[config.mk]
export PLATFORM = sky130hd
export DESIGN_NAME = fetch_exec_ctrl
export DESIGN_NICKNAME = d
export VERILOG_FILES = /design/src/rtl/fetch_exec_ctrl_pkg.sv /design/src/rtl/fetch_exec_ctrl_watchdog.sv /design/src/rtl/fetch_exec_ctrl.sv
export SDC_FILE = /design/constraint.sdc
export NUM_CORES = 1
export LEC_CHECK = 0
export BUFFER_PORTS_ARGS = -buffer_cell sky130_fd_sc_hd__buf_2
export CELL_PAD_IN_SITES_DETAIL_PLACEMENT = 1
export CELL_PAD_IN_SITES_GLOBAL_PLACEMENT = 1
export CORE_MARGIN = 3
export CORE_UTILIZATION = 30
export CTS_CLUSTER_SIZE = 10
export DETAILED_ROUTE_END_ITERATION = 8
export PLACE_DENSITY = 0.61
export SETUP_SLACK_MARGIN = 0.2
export SKIP_LAST_GASP = 1
export SYNTH_ARGS = -nofsm -noshare
export SYNTH_HDL_FRONTEND = slang
export SYNTH_SLANG_ARGS = --single-unit
[constraint.sdc]
create_clock -name clk -period 2.3 [get_ports clk]
set_input_delay 0 -clock clk [delete_from_list [all_inputs] [get_ports clk]]
set_output_delay 0 -clock clk [all_outputs]
set_load 0.01 [all_outputs]
[src/rtl/fetch_exec_ctrl_pkg.sv]
// fetch_exec_pkg: shared types and constants for the fetch/execute sequencer.
//   state_e  - sequencer states
//   cls_e    - instruction class taken from opcode bits [7:6]
//   field positions of the opcode byte and literal in the 16-bit instruction word
package fetch_exec_pkg;

    typedef enum logic [2:0] {
        ST_IDLE,
        ST_FETCH,
        ST_DECODE,
        ST_EXEC,
        ST_HALT,
        ST_FAULT
    } state_e;

    typedef enum logic [1:0] {
        CLS_ALU = 2'b00,
        CLS_JMP = 2'b01,
        CLS_SKZ = 2'b10,
        CLS_SYS = 2'b11
    } cls_e;

    // SYS-class sub-code that stops the machine; every other SYS code is a NOP
    localparam logic [5:0] HALT_CODE = 6'h3F;

    // Instruction word layout
    localparam int OP_HI  = 15;
    localparam int OP_LO  = 8;
    localparam int LIT_HI = 7;
    localparam int LIT_LO = 0;

    // Class field within the opcode byte
    localparam int CLS_HI = 7;
    localparam int CLS_LO = 6;

    function automatic cls_e op_class(input logic [7:0] op);
        return cls_e'(op[CLS_HI:CLS_LO]);
    endfunction

endpackage

[src/rtl/fetch_exec_ctrl_watchdog.sv]
// fetch_watchdog: cycle counter guarding an outstanding fetch.
//   clk, reset : clock, async active-high reset
//   clr        : return count to zero (has priority over en)
//   en         : count this cycle
//   expire     : this enabled cycle is the TIMEOUT-th one since the last clear
module fetch_watchdog #(
    parameter int TIMEOUT = 15,
    parameter int CNT_W   = 8
) (
    input  logic clk,
    input  logic reset,
    input  logic clr,
    input  logic en,
    output logic expire
);

    logic [CNT_W-1:0] count;

    always_ff @(posedge clk or posedge reset) begin
        if (reset)
            count <= '0;
        else if (clr)
            count <= '0;
        else if (en)
            count <= count + CNT_W'(1);
    end

    // count holds the number of earlier waiting cycles, so the current
    // cycle is number count+1
    assign expire = en && (count == CNT_W'(TIMEOUT - 1));

endmodule

[src/rtl/fetch_exec_ctrl.sv]
// fetch_exec_ctrl: multi-cycle fetch/decode/execute sequencer for the 8-bit
// accumulator datapath.
//   clk, reset            : clock, async active-high reset
//   start                 : (re)start at pc 0 from IDLE/HALT/FAULT
//   imem_req/addr/ack/rdata : instruction fetch handshake, addr == pc
//   w                     : accumulator value, used by skip-if-zero
//   inst_reg, b           : opcode byte to decode, literal to ALU b input
//   w_en                  : one-cycle accumulator write strobe (EXEC)
//   pc                    : program counter
//   busy, halted, fault   : status decoded from state
module fetch_exec_ctrl
    import fetch_exec_pkg::*;
#(
    parameter int PC_W    = 17,
    parameter int TIMEOUT = 15
) (
    input  logic            clk,
    input  logic            reset,
    input  logic            start,
    output logic            imem_req,
    output logic [PC_W-1:0] imem_addr,
    input  logic            imem_ack,
    input  logic [15:0]     imem_rdata,
    input  logic [7:0]      w,
    output logic [7:0]      inst_reg,
    output logic [7:0]      b,
    output logic            w_en,
    output logic [PC_W-1:0] pc,
    output logic            busy,
    output logic            halted,
    output logic            fault
);

    state_e          state, state_nxt;
    logic [PC_W-1:0] pc_nxt;
    logic [7:0]      ir_nxt, b_nxt;
    logic            wd_expire;

    // Counts only fetch cycles that are still waiting; any ack or leaving
    // FETCH clears it, so each fetch gets a fresh budget.
    fetch_watchdog #(.TIMEOUT(TIMEOUT)) u_wd (
        .clk    (clk),
        .reset  (reset),
        .clr    ((state != ST_FETCH) || imem_ack),
        .en     ((state == ST_FETCH) && !imem_ack),
        .expire (wd_expire)
    );

    always_ff @(posedge clk or posedge reset) begin
        if (reset) begin
            state    <= ST_IDLE;
            pc       <= '0;
            inst_reg <= 8'h00;
            b        <= 8'h00;
        end else begin
            state    <= state_nxt;
            pc       <= pc_nxt;
            inst_reg <= ir_nxt;
            b        <= b_nxt;
        end
    end

    always_comb begin
        state_nxt = state;
        pc_nxt    = pc;
        ir_nxt    = inst_reg;
        b_nxt     = b;
        case (state)
            ST_IDLE, ST_HALT, ST_FAULT: begin
                if (start) begin
                    pc_nxt    = '0;
                    state_nxt = ST_FETCH;
                end
            end
            ST_FETCH: begin
                // ack wins over a watchdog expiring in the same cycle
                if (imem_ack) begin
                    ir_nxt    = imem_rdata[OP_HI:OP_LO];
                    b_nxt     = imem_rdata[LIT_HI:LIT_LO];
                    state_nxt = ST_DECODE;
                end else if (wd_expire) begin
                    state_nxt = ST_FAULT;
                end
            end
            ST_DECODE: begin
                case (op_class(inst_reg))
                    CLS_ALU: state_nxt = ST_EXEC;
                    CLS_JMP: begin
                        pc_nxt    = PC_W'(b);
                        state_nxt = ST_FETCH;
                    end
                    CLS_SKZ: begin
                        pc_nxt    = (w == 8'h00) ? pc + PC_W'(2) : pc + PC_W'(1);
                        state_nxt = ST_FETCH;
                    end
                    default: begin
                        if (inst_reg[5:0] == HALT_CODE) begin
                            state_nxt = ST_HALT;
                        end else begin
                            pc_nxt    = pc + PC_W'(1);
                            state_nxt = ST_FETCH;
                        end
                    end
                endcase
            end
            ST_EXEC: begin
                pc_nxt    = pc + PC_W'(1);
                state_nxt = ST_FETCH;
            end
            default: state_nxt = ST_IDLE;
        endcase
    end

    assign imem_req  = (state == ST_FETCH);
    assign imem_addr = pc;
    assign w_en      = (state == ST_EXEC);
    assign busy      = (state == ST_FETCH) || (state == ST_DECODE) || (state == ST_EXEC);
    assign halted    = (state == ST_HALT);
    assign fault     = (state == ST_FAULT);

endmodule

== After elaboration in Yosys (flattened, before gate mapping) ==
Index checks and enable logic that the tools add are counted.

* Bits in registers: 44
* Output and inout bits: 55
* Logic and storage cells: 51

* Add/sub/neg operators: 3
* Eq/ne operators: 14
* Muxes and demuxes: 13
* Reduce and logical (&&, ||, !) cells: 16

{| class="wikitable"
|+ Operators by type and width
! cell !! count
|-
| one-hot mux 17 bit (3 select lines) || 2
|-
| two-way mux 17 bit || 3
|-
| adder 17 x 1 -> 17 bit (second input constant) || 1
|-
| adder 17 x 2 -> 17 bit (second input constant) || 1
|-
| two-way mux 8 bit || 2
|-
| two-way mux 3 bit || 4
|-
| one-hot mux 3 bit (4 select lines) || 1
|-
| adder 8 x 1 -> 8 bit (second input constant) || 1
|-
| equality test 8 x 4 -> 1 bit (second input constant) || 1
|-
| logical NOT 8 bit || 1
|-
| equality test 3 x 2 -> 1 bit (second input constant) || 2
|-
| equality test 3 bit (second input constant) || 2
|-
| equality test 6 bit (second input constant) || 1
|-
| != test 3 x 1 -> 1 bit (second input constant) || 2
|-
| one-hot mux 3 bit (2 select lines) || 1
|-
| != test 2 bit (second input constant) || 2
|-
| != test 4 x 2 -> 1 bit (second input constant) || 1
|-
| AND reduction 2 bit || 2
|-
| AND reduction 4 bit || 1
|-
| equality test 3 x 1 -> 1 bit (second input constant) || 1
|-
| logical NOT 3 bit || 1
|-
| logical OR 1 bit || 3
|-
| nonzero test 3 bit || 1
|-
| OR reduction 3 bit || 1
|-
| 7 further kinds || 8
|}

== Longest topological paths before layout ==
Gate-level depths: netlist of run 1.

* Depth in word-level cells: 6
* Depth in mapped cells: 9
* Mapped depth without buffers: 8

== Hierarchy ==
Synthesis of run 1 repeated with hierarchy kept, for this count alone.

* Cell total of the unflattened synthesis: 357
* Area total of the unflattened synthesis: 3,169.3 um^2

{| class="wikitable"
|+ By module, submodules not included
! module !! instances !! cells an instance !! area an instance (um^2) !! sequential area each (um^2)
|-
| fetch_exec_ctrl || 1 || 314 || 2,743.9 || 900.9
|-
| fetch_watchdog || 1 || 43 || 425.4 || 200.2
|}

== Worst setup path after synthesis of run 1 ==
Ideal clock, no wire load.

* Path kind: reg2reg
* Start point: register inst_reg[6]
* End point: register pc[3], in the netlist imem_addr[3]
* Arrival: 1,858 ps
* Data required time: 2,165 ps
* Setup slack: 307 ps
* Stages on the path, launching flop included: 9
* Buffers on the path: 1
* Clock period less this slack: 1,993 ps
* Cells stage by stage: dfrtp_1 > inv_1 > ha_1 > nor2b_1 > o32ai_4 > o31ai_4 > buf_4 > a221oi_1 > o31ai_1

* Longest elaborated chain between the ends: 3
* Elaborated cells on any way between the ends: 8
* Those cells by class: 4 x eq/ne; 2 x mux; 2 x reduce/logical

{| class="wikitable"
|+ RTL lines
! what !! line !! RTL
|-
| start: declaration || fetch_exec_ctrl.sv:25 || <nowiki>output logic [7:0] inst_reg,</nowiki>
|-
| start signal: assignment || fetch_exec_ctrl.sv:58 || <nowiki>inst_reg <= ir_nxt;</nowiki>
|-
| equality test 2 bit (tied with other cells) || fetch_exec_ctrl.sv:86 || <nowiki>case (op_class(inst_reg))</nowiki>
|-
| one-hot mux 17 bit (3 select lines) (tied with other cells) || fetch_exec_ctrl.sv:86 ||
|-
| one-hot mux 17 bit (3 select lines) / AND reduction 4 bit (equally long branches) || -- ||
|-
| end signal: assignment || fetch_exec_ctrl.sv:57 || <nowiki>pc <= pc_nxt;</nowiki>
|-
| end: declaration || fetch_exec_ctrl.sv:28 || <nowiki>output logic [PC_W-1:0] pc,</nowiki>
|}

Parallel ways exist; a longest one is shown, timed or not.
A chain may end at the register's enable or synchronous reset.

== Worst setup path in the final report of run 1 ==
* Start point: register pc[1], in the netlist imem_addr[1]
* End point: register pc[7], in the netlist imem_addr[7]

* Longest elaborated chain between the ends: 4
* Elaborated cells on any way between the ends: 6
* Those cells by class: 2 x add/sub; 4 x mux

{| class="wikitable"
|+ RTL lines
! what !! line !! RTL
|-
| adder 17 x 1 -> 17 bit / adder 17 x 2 -> 17 bit (equally long branches) || fetch_exec_ctrl.sv:93, fetch_exec_ctrl.sv:100, fetch_exec_ctrl.sv:107 ||
|-
| two-way mux 17 bit, on equally long branches || fetch_exec_ctrl.sv:97, fetch_exec_ctrl.sv:93 ||
|-
| one-hot mux 17 bit (3 select lines) || fetch_exec_ctrl.sv:86 ||
|-
| one-hot mux 17 bit (3 select lines) * || fetch_exec_ctrl.sv:68 || <nowiki>case (state)</nowiki>
|}

Mark *: on every way between the ends. The rest lies on a longest branch, timed or not. The select of a mux whose other input is x is not followed.

==> reports/qor.tcl, run 1 <==
set qor(run_status) {complete, no violations}
set qor(layout.nets) 503
set qor(number_of_violations_of_the_max_capacitance_limit) 0
set qor(dpl.hpwl_um) 7730
set qor(tritoncts_num_sinks) 44
set qor(drt_wl_total_um) 10500
set qor(cp_data_arrival_time_ps) 2260
set qor(tritoncts) {yes}
set qor(rr_worst_depth) 8
set qor(number_of_flip_flops_in_the_largest_register) 17
set qor(grt_start_max_net_pins) 45
set qor(slowest_delay_ps) 460
set qor(synth_enable_flop_cells) 0
set qor(grt_antenna_before_repair) 0
set qor(initial_core_util_pct) 31.0
set qor(power.ir.vdd_worst_mv) 0.506
set qor(number_of_hold_violations_in_the_final_report) 0
set qor(hp-class) {in -> reg}
set qor(cpMaxStageDelayCell) {dfrtp_2}
set qor(synth.ff_latch_count) 44
set qor(cellPowerDensity_nw_per_um2) 1040
set qor(ff2ff_setup_slack_ps) 250
set qor(grt_pass1_vias) 3250
set qor(proportion_of_layout_cells_with_a_drive_suffix_above_1_pct) 37.0
set qor(reg2reg_to) {imem_addr[7]}
set qor(via_count) 3130
set qor(area_growth_pct) 30.0
set qor(grt_use_total_pct) 17.8
set qor(end_kind) {flip-flop}
set qor(seq_area_frac_synth_pct) 34.3
set qor(most_common_cell_in_the_synthesized_netlist) {dfrtp_1}
set qor(placed_cells_incl_taps) 567
set qor(post-synth-top-area-cell) {dfrtp_1}
set qor(worst_slew_pin_slew_ps) 601
set qor(ys_top_cells_by_count) {dfrtp_1 (44), nand2_1 (35), o21ai_0 (31), nor2_1 (26), buf_4 (20)}
set qor(die_w_um) 109
set qor(worstHoldEndpoint) {state[2]}
set qor(total_leakage_power_nw) 1.88
set qor(critical_path_class) {reg -> reg}
set qor(yosys.area.top_type_share_pct) 34.3
set qor(post-route-period-util_pct) 89.1
set qor(post_detailed_route_via_to_cell_ratio) 5.18
set qor(mappedNetlistNets) 395
set qor(placeableCoreArea_um2) 10400
set qor(timing_max_transition_violations_final) 0
set qor(remaining_drc_errors) 0
set qor(global_route_wire_length_before_repair_um) 16900
set qor(placement_stage_worst_setup_slack_ps) 47.8
set qor(h_tree_level_count) 2
set qor(die_area_um2) 12000
set qor(finalSetupViolCount) 0
set qor(pin_count) 83
set qor(hp-start) {imem_ack}
set qor(period_minus_slack_ps) 2050
set qor(synth_top_cells_by_area) {dfrtp_1 (34%), mux2_2 (5.3%), o21ai_0 (4.8%)}
set qor(synthesis.area_per_instance_um2) 8.95
set qor(global_route.overflow_total) 0
set qor(synthesis.yosys.warnings) 0
set qor(cts_buffers) 5
set qor(cp-start-kind) {flip-flop}
set qor(finalWeightedCongestion) 0.872
set qor(io_port_bufs) 82
set qor(worstHoldPathCells) 5
set qor(timing.max_slew.rel_slack_pct) 59.9
set qor(worstPathRequired_ps) 2510
set qor(fin_ws_ps) 251
set qor(utilization_pct) 40.3
set qor(clock_insertion_delay_worst_skew_ps) 300
set qor(diodes) 0
set qor(detailedRoute.firstIterationViolations) 169
set qor(synth_top_flop_cell) {dfrtp_1}
set qor(fin_tns_setup_ps) 0
set qor(finClkSkew_ps) 10.4
set qor(critical_path.cell_chain) {ha_2, nand4_1, buf_4, nor2_1, or3b_2, o311ai_0, nand3_1, o21ai_0}
set qor(drt_pass1_iterations) 4
set qor(path_max_fanout) 7
set qor(achievable-frequency_ghz) 0.488
set qor(post_drt_wl_per_cell_um) 17.3
set qor(synth_cells) 359
set qor(clk_root_buffer_cell) {clkbuf_8}
set qor(layout.cell_area.non_filler_um2) 4170
set qor(synth_async_sr_flop_share_pct) 100
set qor(mappedNetlistArea_um2) 3210
set qor(ant_nets) 0
set qor(final_cells) 604
set qor(ys_types) 67
set qor(regToRegStartpoint) {imem_addr[1]}
set qor(rsz0062_at_grt) {true}
set qor(die_h_um) 109
set qor(dpl-instance-area_um2) 3740
set qor(clockBufferDepth) 2
set qor(clk_pin_slew_worst_paths_ps) 100
set qor(rows) 37
-- through the flow --
step,hold WS [ps],power [W]
2_1_floorplan,107,0.00274
3_3_place_gp,186,0.00344
3_5_place_dp,202,0.00347
4_1_cts,150,0.00420
5_1_grt,201,0.00469
6_report,153,0.00435
-- metal layers --
layer  global-route usage (%)  share of wire, %  vias up
li1                         -                 -     1499
met1                     23.9                47     1547
met2                     30.3                48       71
met3                     2.35               3.6       13
met4                     4.72               1.4        0
met5                        0                 0        -
-- worst max path at each step --
stage                 startpoint       endpoint  slack [ps]  cells past startpoint
floorplan            inst_reg[6]   imem_addr[3]         310                      8
global placement     inst_reg[6]  imem_addr[13]         120                      7
detailed placement   inst_reg[6]  imem_addr[13]          50                      7
CTS                  inst_reg[7]  imem_addr[13]         140                      7
global route         inst_reg[6]  imem_addr[13]         140                      7
finish              imem_addr[1]   imem_addr[7]         250                      8
-- logic make-up after synthesis --
group | after synthesis | synth area share, %
compound gates | 94 | 20.5
xor+xnor | 16 | 4.36
fa+ha+maj | 8 | 3.12
buf+inv | 50 | 9.62
flops | 44 | 34.3
mux | 17 | 5.88
simple gates | 130 | 22.2
-- layout make-up --
class                   count  area [um2]
flip-flops and latches     44        1100
multi-input cells         265        1840
clock buffers               6        82.6
inverters                  11        45.0
well taps                 136         170
fillers                  1253        6200
clock inverters             2        38.8
repair buffers            140         891
-- power breakdown --
part	internal [W]	switching (W)
logic	0.00109	0.00136
clock network	0.000356	0.000303
registers	0.000997	0.000240
total	0.00244	0.00191
-- critical path, delay by kind of cell, from the launching register on --
| family | cells | cell delay, ps |
|---|---|---|
| and+or+nand+nor | 4 | 800 |
| DFF | 1 | 460 |
| AOI/OAI and AO/OA | 2 | 310 |
| adders and majority gates | 1 | 240 |
| buffers and inverters | 1 | 150 |
-- layout by cell type, fill, tap and decap left out, types with 6 or more instances in the layout --
cell type and count:
nor2_1 26, inv_1 9, o21ai_0 30, nand3_1 15
xor2_1 10, nor3_1 12, buf_2 82, mux2_2 15
dfrtp_1 42, clkbuf_8 6, a31oi_1 9, ha_1 6
and3_1 8, buf_4 40, xnor2_1 6, a21oi_1 12
dlygate4sd3_1 18, nand2_1 35
-- what timing repair did --
item	in CTS	in global routing
endpoints found under the hold margin	61	0
hold buffers	18	0
gates resized for setup	2	10
setup buffers	0	11
endpoints found under the setup margin	13	13
pin swaps	1	1
Note: power is estimated with default switching activity, not from simulation.
==> run 2: changes to the inputs <==
CORE_ASPECT_RATIO = 1.5   (was default)
CTS_BUF_LIST = sky130_fd_sc_hd__clkbuf_8 sky130_fd_sc_hd__clkbuf_16   (was default)
CTS_CLUSTER_SIZE = 20   (was 10)
==> reports/qor.tcl, run 2 (synthesis gave the netlist of run 1 again) <==
set qor(netSwitchingPower_w) 0.00203 ;# +6.5%
set qor(clk_pin_slew_worst_paths_ps) 70 ;# -30 ps
set qor(h_tree_level_count) 2 ;# unchanged
set qor(cp-start-kind) {flip-flop}
set qor(post-route-period-util_pct) 90.6 ;# +1.5 points
set qor(worstHoldPathCells) 5 ;# unchanged
set qor(die_area_um2) 12000 ;# +0.22%
set qor(worst_slew_pin_slew_ps) 510 ;# -90.4 ps
set qor(cellPowerDensity_nw_per_um2) 1090 ;# +4.9%
set qor(cts_buffers) 5 ;# unchanged
set qor(end_kind) {flip-flop}
set qor(placement_stage_worst_setup_slack_ps) 72.1 ;# +24.3 ps
set qor(detailedRoute.firstIterationViolations) 131 ;# -22%
set qor(proportion_of_layout_cells_with_a_drive_suffix_above_1_pct) 38.1 ;# +1.1 points
set qor(placeableCoreArea_um2) 10300 ;# -0.64%
set qor(utilization_pct) 41.9 ;# +1.7 points
set qor(layout.cells.most_common) {buf_2}
set qor(critPathTopFamily) {compound AO/OA/AOI/OAI gates}
set qor(rsz0062_at_grt) {true}
set qor(drt_pass1_iterations) 4 ;# unchanged
set qor(multi_input_comb_area_um2) 1870 ;# +1.6%
set qor(netSwitchingFraction_pct) 43.0 ;# -0.84 points
set qor(area_growth_pct) 34.5
set qor(layout.cell_area.non_filler_um2) 4320 ;# +3.5%
set qor(number_of_hold_violations_in_the_final_report) 0 ;# unchanged
set qor(layout.nets) 510 ;# +1.4%
set qor(timing.max_slew.rel_slack_pct) 65.7 ;# +5.8 points
set qor(grt_pass1_vias) 3532 ;# +8.7%
set qor(hp-class) {in -> reg}
set qor(p_comb_share_pct) 55.8 ;# -0.6 points
set qor(grt_antenna_before_repair) 0 ;# unchanged
set qor(holdWs_ps) 168 ;# +15.4 ps
set qor(number_of_flip_flops_in_the_largest_register) 17 ;# unchanged
set qor(remaining_drc_errors) 0 ;# unchanged
set qor(achievable-frequency_ghz) 0.480 ;# -1.7%
set qor(power.sequential.fraction_pct) 25.8 ;# -2.6 points
set qor(io_port_bufs) 82 ;# unchanged
set qor(run_status) {complete, no violations}
set qor(clk_root_buffer_cell) {clkbuf_16}
set qor(rr_worst_depth) 9 ;# +1
set qor(tritoncts) {yes}
set qor(finalSetupViolCount) 0 ;# unchanged
set qor(finClkSkew_ps) 3.65 ;# -6.77 ps
set qor(fillers) 1232 ;# -1.7%
set qor(via_count) 3288 ;# +5.0%
set qor(grt_start_max_net_pins) 24 ;# -47%
set qor(ant_nets) 0 ;# unchanged
set qor(finalWeightedCongestion) 0.882 ;# +1.2%
set qor(post_detailed_route_via_to_cell_ratio) 5.34 ;# +3.0%
set qor(fin_tns_setup_ps) 0 ;# unchanged
set qor(grt_use_total_pct) 19.0 ;# +1.1 points
set qor(timing_max_transition_violations_final) 0 ;# unchanged
set qor(rows) 45 ;# +22%
set qor(fin_ws_ps) 215 ;# -35.5 ps
set qor(dpl-instance-area_um2) 3780 ;# +0.97%
set qor(period_minus_slack_ps) 2080 ;# +35.5 ps
set qor(power.ir.vdd_worst_mv) 0.462 ;# -8.8%
set qor(global_route_wire_length_before_repair_um) 18400 ;# +8.8%
set qor(critical_path.cell_chain) {inv_2, ha_4, nor2b_1, o32ai_4, buf_4, o31a_4, buf_12, nand2_1, mux2_4}
set qor(total_leakage_power_nw) 1.94 ;# +3.5%
set qor(global_route.overflow_total) 0 ;# unchanged
set qor(most-common-layout-cells) {buf_2 (82), buf_4 (44), dfrtp_1 (42)}
set qor(initial_core_util_pct) 31.2 ;# +0.20 points
set qor(cpMaxStageDelayCell) {dfrtp_1}
set qor(tritoncts_num_sinks) 44 ;# unchanged
set qor(internal_power_w) 0.00269 ;# +10%
set qor(logic_depth_of_the_worst_path_buffers_included) 9 ;# +1
set qor(slowest_delay_ps) 410 ;# -50 ps
set qor(post_drt_wl_per_cell_um) 18.6 ;# +7.2%
set qor(number_of_violations_of_the_max_capacitance_limit) 0 ;# unchanged
set qor(path_max_fanout) 6 ;# -1
set qor(crit_buf_inv) 3 ;# +2
set qor(dpl.hpwl_um) 8380 ;# +8.4%
set qor(pin_count) 83 ;# unchanged
set qor(seq_area_um2) 1100 ;# unchanged
set qor(worstPathRequired_ps) 2480 ;# -30 ps
set qor(drt_wl_total_um) 11400 ;# +9.3%
set qor(part_of_the_power_in_the_clock_network_pct) 18.3 ;# +3.2 points
set qor(clock_insertion_delay_worst_skew_ps) 290 ;# about the same
set qor(die_w_um) 90.5 ;# -17%
set qor(clockBufferDepth) 2 ;# unchanged
set qor(die_h_um) 133 ;# +21%
set qor(diodes) 0 ;# unchanged
set qor(critical_path_class) {reg -> reg}
set qor(cp_data_arrival_time_ps) 2260 ;# about the same
run 2: repair_timing:
| item | in CTS | in global routing |
|---|---|---|
| pin swaps | 1 | 8 |
| cloned | 0 | 1 |
| endpoints found under the hold margin | 61 | 0 |
| setup buffers | 2 | 11 |
| resized for setup | 2 | 21 |
| hold buffers | 18 | 0 |
| setup endpoints to repair | 12 | 12 |
run 2: worst paths after layout:
path                          startpoint       endpoint  slack [ps]
max                          inst_reg[7]  imem_addr[13]         220
min                             imem_ack       state[2]         170
max reg2reg                  inst_reg[7]  imem_addr[13]         220
min reg2reg                u_wd.count[0]  u_wd.count[0]         480
max in group asynchronous          reset   imem_addr[6]        1750
min in group asynchronous          reset    inst_reg[5]         290
run 2: power groups by stage:
stage / combinational [W] / sequential, W / clock, W
after floorplan: 0.00147 / 0.00126 / 0
final: 0.00264 / 0.00122 / 0.000867
after global routing: 0.00287 / 0.00127 / 0.000916
after detailed placement: 0.00231 / 0.00123 / 0
after CTS: 0.00236 / 0.00122 / 0.000891
after global placement: 0.00226 / 0.00122 / 0
run 2: worst register-to-register path, delay by kind of cell, from the launching register on:
kind | cells | cell delay [ps]
AOI/OAI and AO/OA | 2 | 570
adders and majority gates | 1 | 160
buffers and inverters | 3 | 380
DFF | 1 | 410
muxes | 1 | 250
and+or+nand+nor | 2 | 210
run 2: layer usage:
metal / wire length (um) / global-route usage [%]
met1: 4290 / 20.5
met2: 6280 / 35.2
met4: 401 / 9.54
met5: 0 / 0
met3: 469 / 3.01
run 2: final cells by class:
type	instances	area share (%)
Clock buffer	5	2.90
Tap cell	141	4.08
Clock inverter	3	1.16
Multi-Input combinational cell	266	43.3
Sequential cell	44	25.5
Inverter	11	0.956
Timing Repair Buffer	146	22.0
run 2: through the flow:
| step | cells | total power, W |
|---|---|---|
| after floorplan | 359 | 0.00274 |
| after global placement | 576 | 0.00348 |
| after detailed placement | 576 | 0.00354 |
| after CTS | 604 | 0.00447 |
| after global routing | 616 | 0.00505 |
| final | 616 | 0.00472 |
==> run 3: changes to the inputs <==
clock period = 2.4 ns   (was 2.3 ns; I/O delays follow)
==> reports/qor.tcl, run 3 (synthesis gave the netlist of run 1 again) <==
set qor(utilization_pct) 40.2 ;# -1.8 points
set qor(most-common-layout-cells) {buf_2 (82), dfrtp_1 (42), nand2_1 (35)}
set qor(grt_use_total_pct) 18.3 ;# -0.62 points
set qor(end_kind) {flip-flop}
set qor(holdWs_ps) 167 ;# -1.25 ps
set qor(number_of_flip_flops_in_the_largest_register) 17 ;# unchanged
set qor(dpl-instance-area_um2) 3720 ;# -1.6%
set qor(pin_count) 83 ;# unchanged
set qor(cts_buffers) 5 ;# unchanged
set qor(die_h_um) 133 ;# unchanged
set qor(timing_max_transition_violations_final) 0 ;# unchanged
set qor(clock_insertion_delay_worst_skew_ps) 290 ;# about the same
set qor(finClkSkew_ps) 4.15 ;# +0.505 ps
set qor(worst_slew_pin_slew_ps) 606 ;# +95.8 ps
set qor(total_leakage_power_nw) 1.85 ;# -4.6%
set qor(via_count) 3173 ;# -3.5%
set qor(timing.max_slew.rel_slack_pct) 59.6 ;# -6.1 points
set qor(drt_pass1_iterations) 4 ;# unchanged
set qor(path_max_fanout) 9 ;# +3
set qor(rows) 45 ;# unchanged
set qor(worstPathRequired_ps) 2570 ;# +90 ps
set qor(h_tree_level_count) 2 ;# unchanged
set qor(diodes) 0 ;# unchanged
set qor(post_drt_wl_per_cell_um) 18.1 ;# -2.4%
set qor(layout.cells.most_common) {buf_2}
set qor(cellPowerDensity_nw_per_um2) 1010 ;# -7.6%
set qor(period_minus_slack_ps) 2060 ;# -25.9 ps
set qor(cp-start-kind) {flip-flop}
set qor(grt.met2_usage_pct) 33.5 ;# -1.7 points
set qor(grt_pass1_vias) 3420 ;# -3.2%
set qor(dpl.hpwl_um) 8060 ;# -3.8%
set qor(remaining_drc_errors) 0 ;# unchanged
set qor(grt_antenna_before_repair) 0 ;# unchanged
set qor(die_area_um2) 12000 ;# unchanged
set qor(io_port_bufs) 82 ;# unchanged
set qor(placed_cells_incl_taps) 568 ;# -1.4%
set qor(number_of_hold_violations_in_the_final_report) 0 ;# unchanged
set qor(proportion_of_layout_cells_with_a_drive_suffix_above_1_pct) 34.8 ;# -3.3 points
set qor(drt_wl_total_um) 10900 ;# -4.8%
set qor(grt_busiest_layer) {met2}
set qor(hp-class) {in -> reg}
set qor(grt_start_max_net_pins) 45 ;# +88%
set qor(post_detailed_route_via_to_cell_ratio) 5.28 ;# -1.1%
set qor(post-route-period-util_pct) 85.8 ;# -4.9 points
set qor(layout.cell_area.non_filler_um2) 4140 ;# -4.2%
set qor(ant_nets) 0 ;# unchanged
set qor(area_growth_pct) 28.9
set qor(clk_root_buffer_cell) {clkbuf_16}
set qor(global_route.overflow_total) 0 ;# unchanged
set qor(final_cells) 601 ;# -2.4%
set qor(global_route_wire_length_before_repair_um) 17900 ;# -2.6%
set qor(achievable-frequency_ghz) 0.486 ;# +1.3%
set qor(power.ir.vdd_worst_mv) 0.493 ;# +6.8%
set qor(placeableCoreArea_um2) 10300 ;# unchanged
set qor(cp_data_arrival_time_ps) 2220 ;# -40 ps
set qor(critical_path_class) {reg -> reg}
set qor(die_w_um) 90.5 ;# unchanged
set qor(clockBufferDepth) 2 ;# unchanged
set qor(fin_tns_setup_ps) 0 ;# unchanged
set qor(finalWeightedCongestion) 0.855 ;# -3.0%
set qor(number_of_violations_of_the_max_capacitance_limit) 0 ;# unchanged
set qor(finalSetupViolCount) 0 ;# unchanged
set qor(rsz0062_at_grt) {true}
set qor(gr-usage-met1_pct) 21.4 ;# +0.89 points
set qor(detailedRoute.firstIterationViolations) 100 ;# -24%
set qor(clk_pin_slew_worst_paths_ps) 70 ;# about the same
set qor(layout.nets) 495 ;# -2.9%
set qor(gr-usage-met3_pct) 2.28 ;# -0.74 points
set qor(run_status) {complete, no violations}
set qor(tritoncts) {yes}
set qor(initial_core_util_pct) 31.2 ;# unchanged
set qor(tritoncts_num_sinks) 44 ;# unchanged
run 3: changes by cell type in the layout (fill, tap and decap cells not counted), moves of 2 or more:
cell | before | now
inv_1 | 8 | 11
inv_2 | 2 | 0
nor3_1 | 10 | 12
buf_4 | 44 | 32
nor3_2 | 3 | 1
o21ai_0 | 24 | 30
o21ai_1 | 8 | 2
run 3: cell type report:
class / instances / area, um2
well taps: 141 / 176
clock inverters: 3 / 20.0
repair buffers: 132 / 831
multi-input cells: 265 / 1840
inverters: 11 / 41.3
flip-flops and latches: 44 / 1100
clock buffers: 5 / 125
fillers: 1250 / 6160
run 3: repair_timing:
item | 4_1_cts | 5_1_grt
buffers inserted | 0 | 7
endpoints found under the hold margin | 61 | 0
pin swaps | 0 | 2
setup endpoints to repair | 6 | 12
gates resized for setup | 2 | 7
hold buffers | 18 | 0
run 3: worst paths after layout:
check | start | endpoint | slack (ps) | cells after the start
setup / recovery | inst_reg[7] | imem_addr[3] | 340 | 8
hold / removal | imem_ack | state[2] | 170 | 5
setup reg to reg | inst_reg[7] | imem_addr[3] | 340 | 8
hold reg to reg | u_wd.count[0] | u_wd.count[0] | 490 | 1
max in group asynchronous | reset | imem_addr[6] | 1540 | 4
min in group asynchronous | reset | b[7] | 420 | 4
run 3: metal layers:
layer / vias to the layer above / share of wire [%]
met2: 76 / 54
met1: 1593 / 40
met4: 0 / 2.7
met3: 20 / 2.9
li1: 1484 / -
met5: - / 0
run 3: power by group:
group | internal, W | switching, W | total [W]
clock network | 0.000385 | 0.000320 | 0.000705
logic | 0.000974 | 0.00132 | 0.00229
registers | 0.000956 | 0.000223 | 0.00118
total | 0.00231 | 0.00186 | 0.00418
run 3: per-stage QoR:
stage                     worst slack [ps]  total power [W]
after floorplan                        407          0.00262
after global placement                 231          0.00331
after detailed placement               101          0.00335
after CTS                              223          0.00410
after global routing                   145          0.00450
final                                  341          0.00418
run 3: critical path, stage by stage, from the launching register on:
cell and delay (ps):
dfrtp_1 370, inv_1 110, ha_4 170, nor2b_1 150, o32ai_4 350, o31ai_4 150, buf_4 210, a221oi_1 300
o31ai_1 120
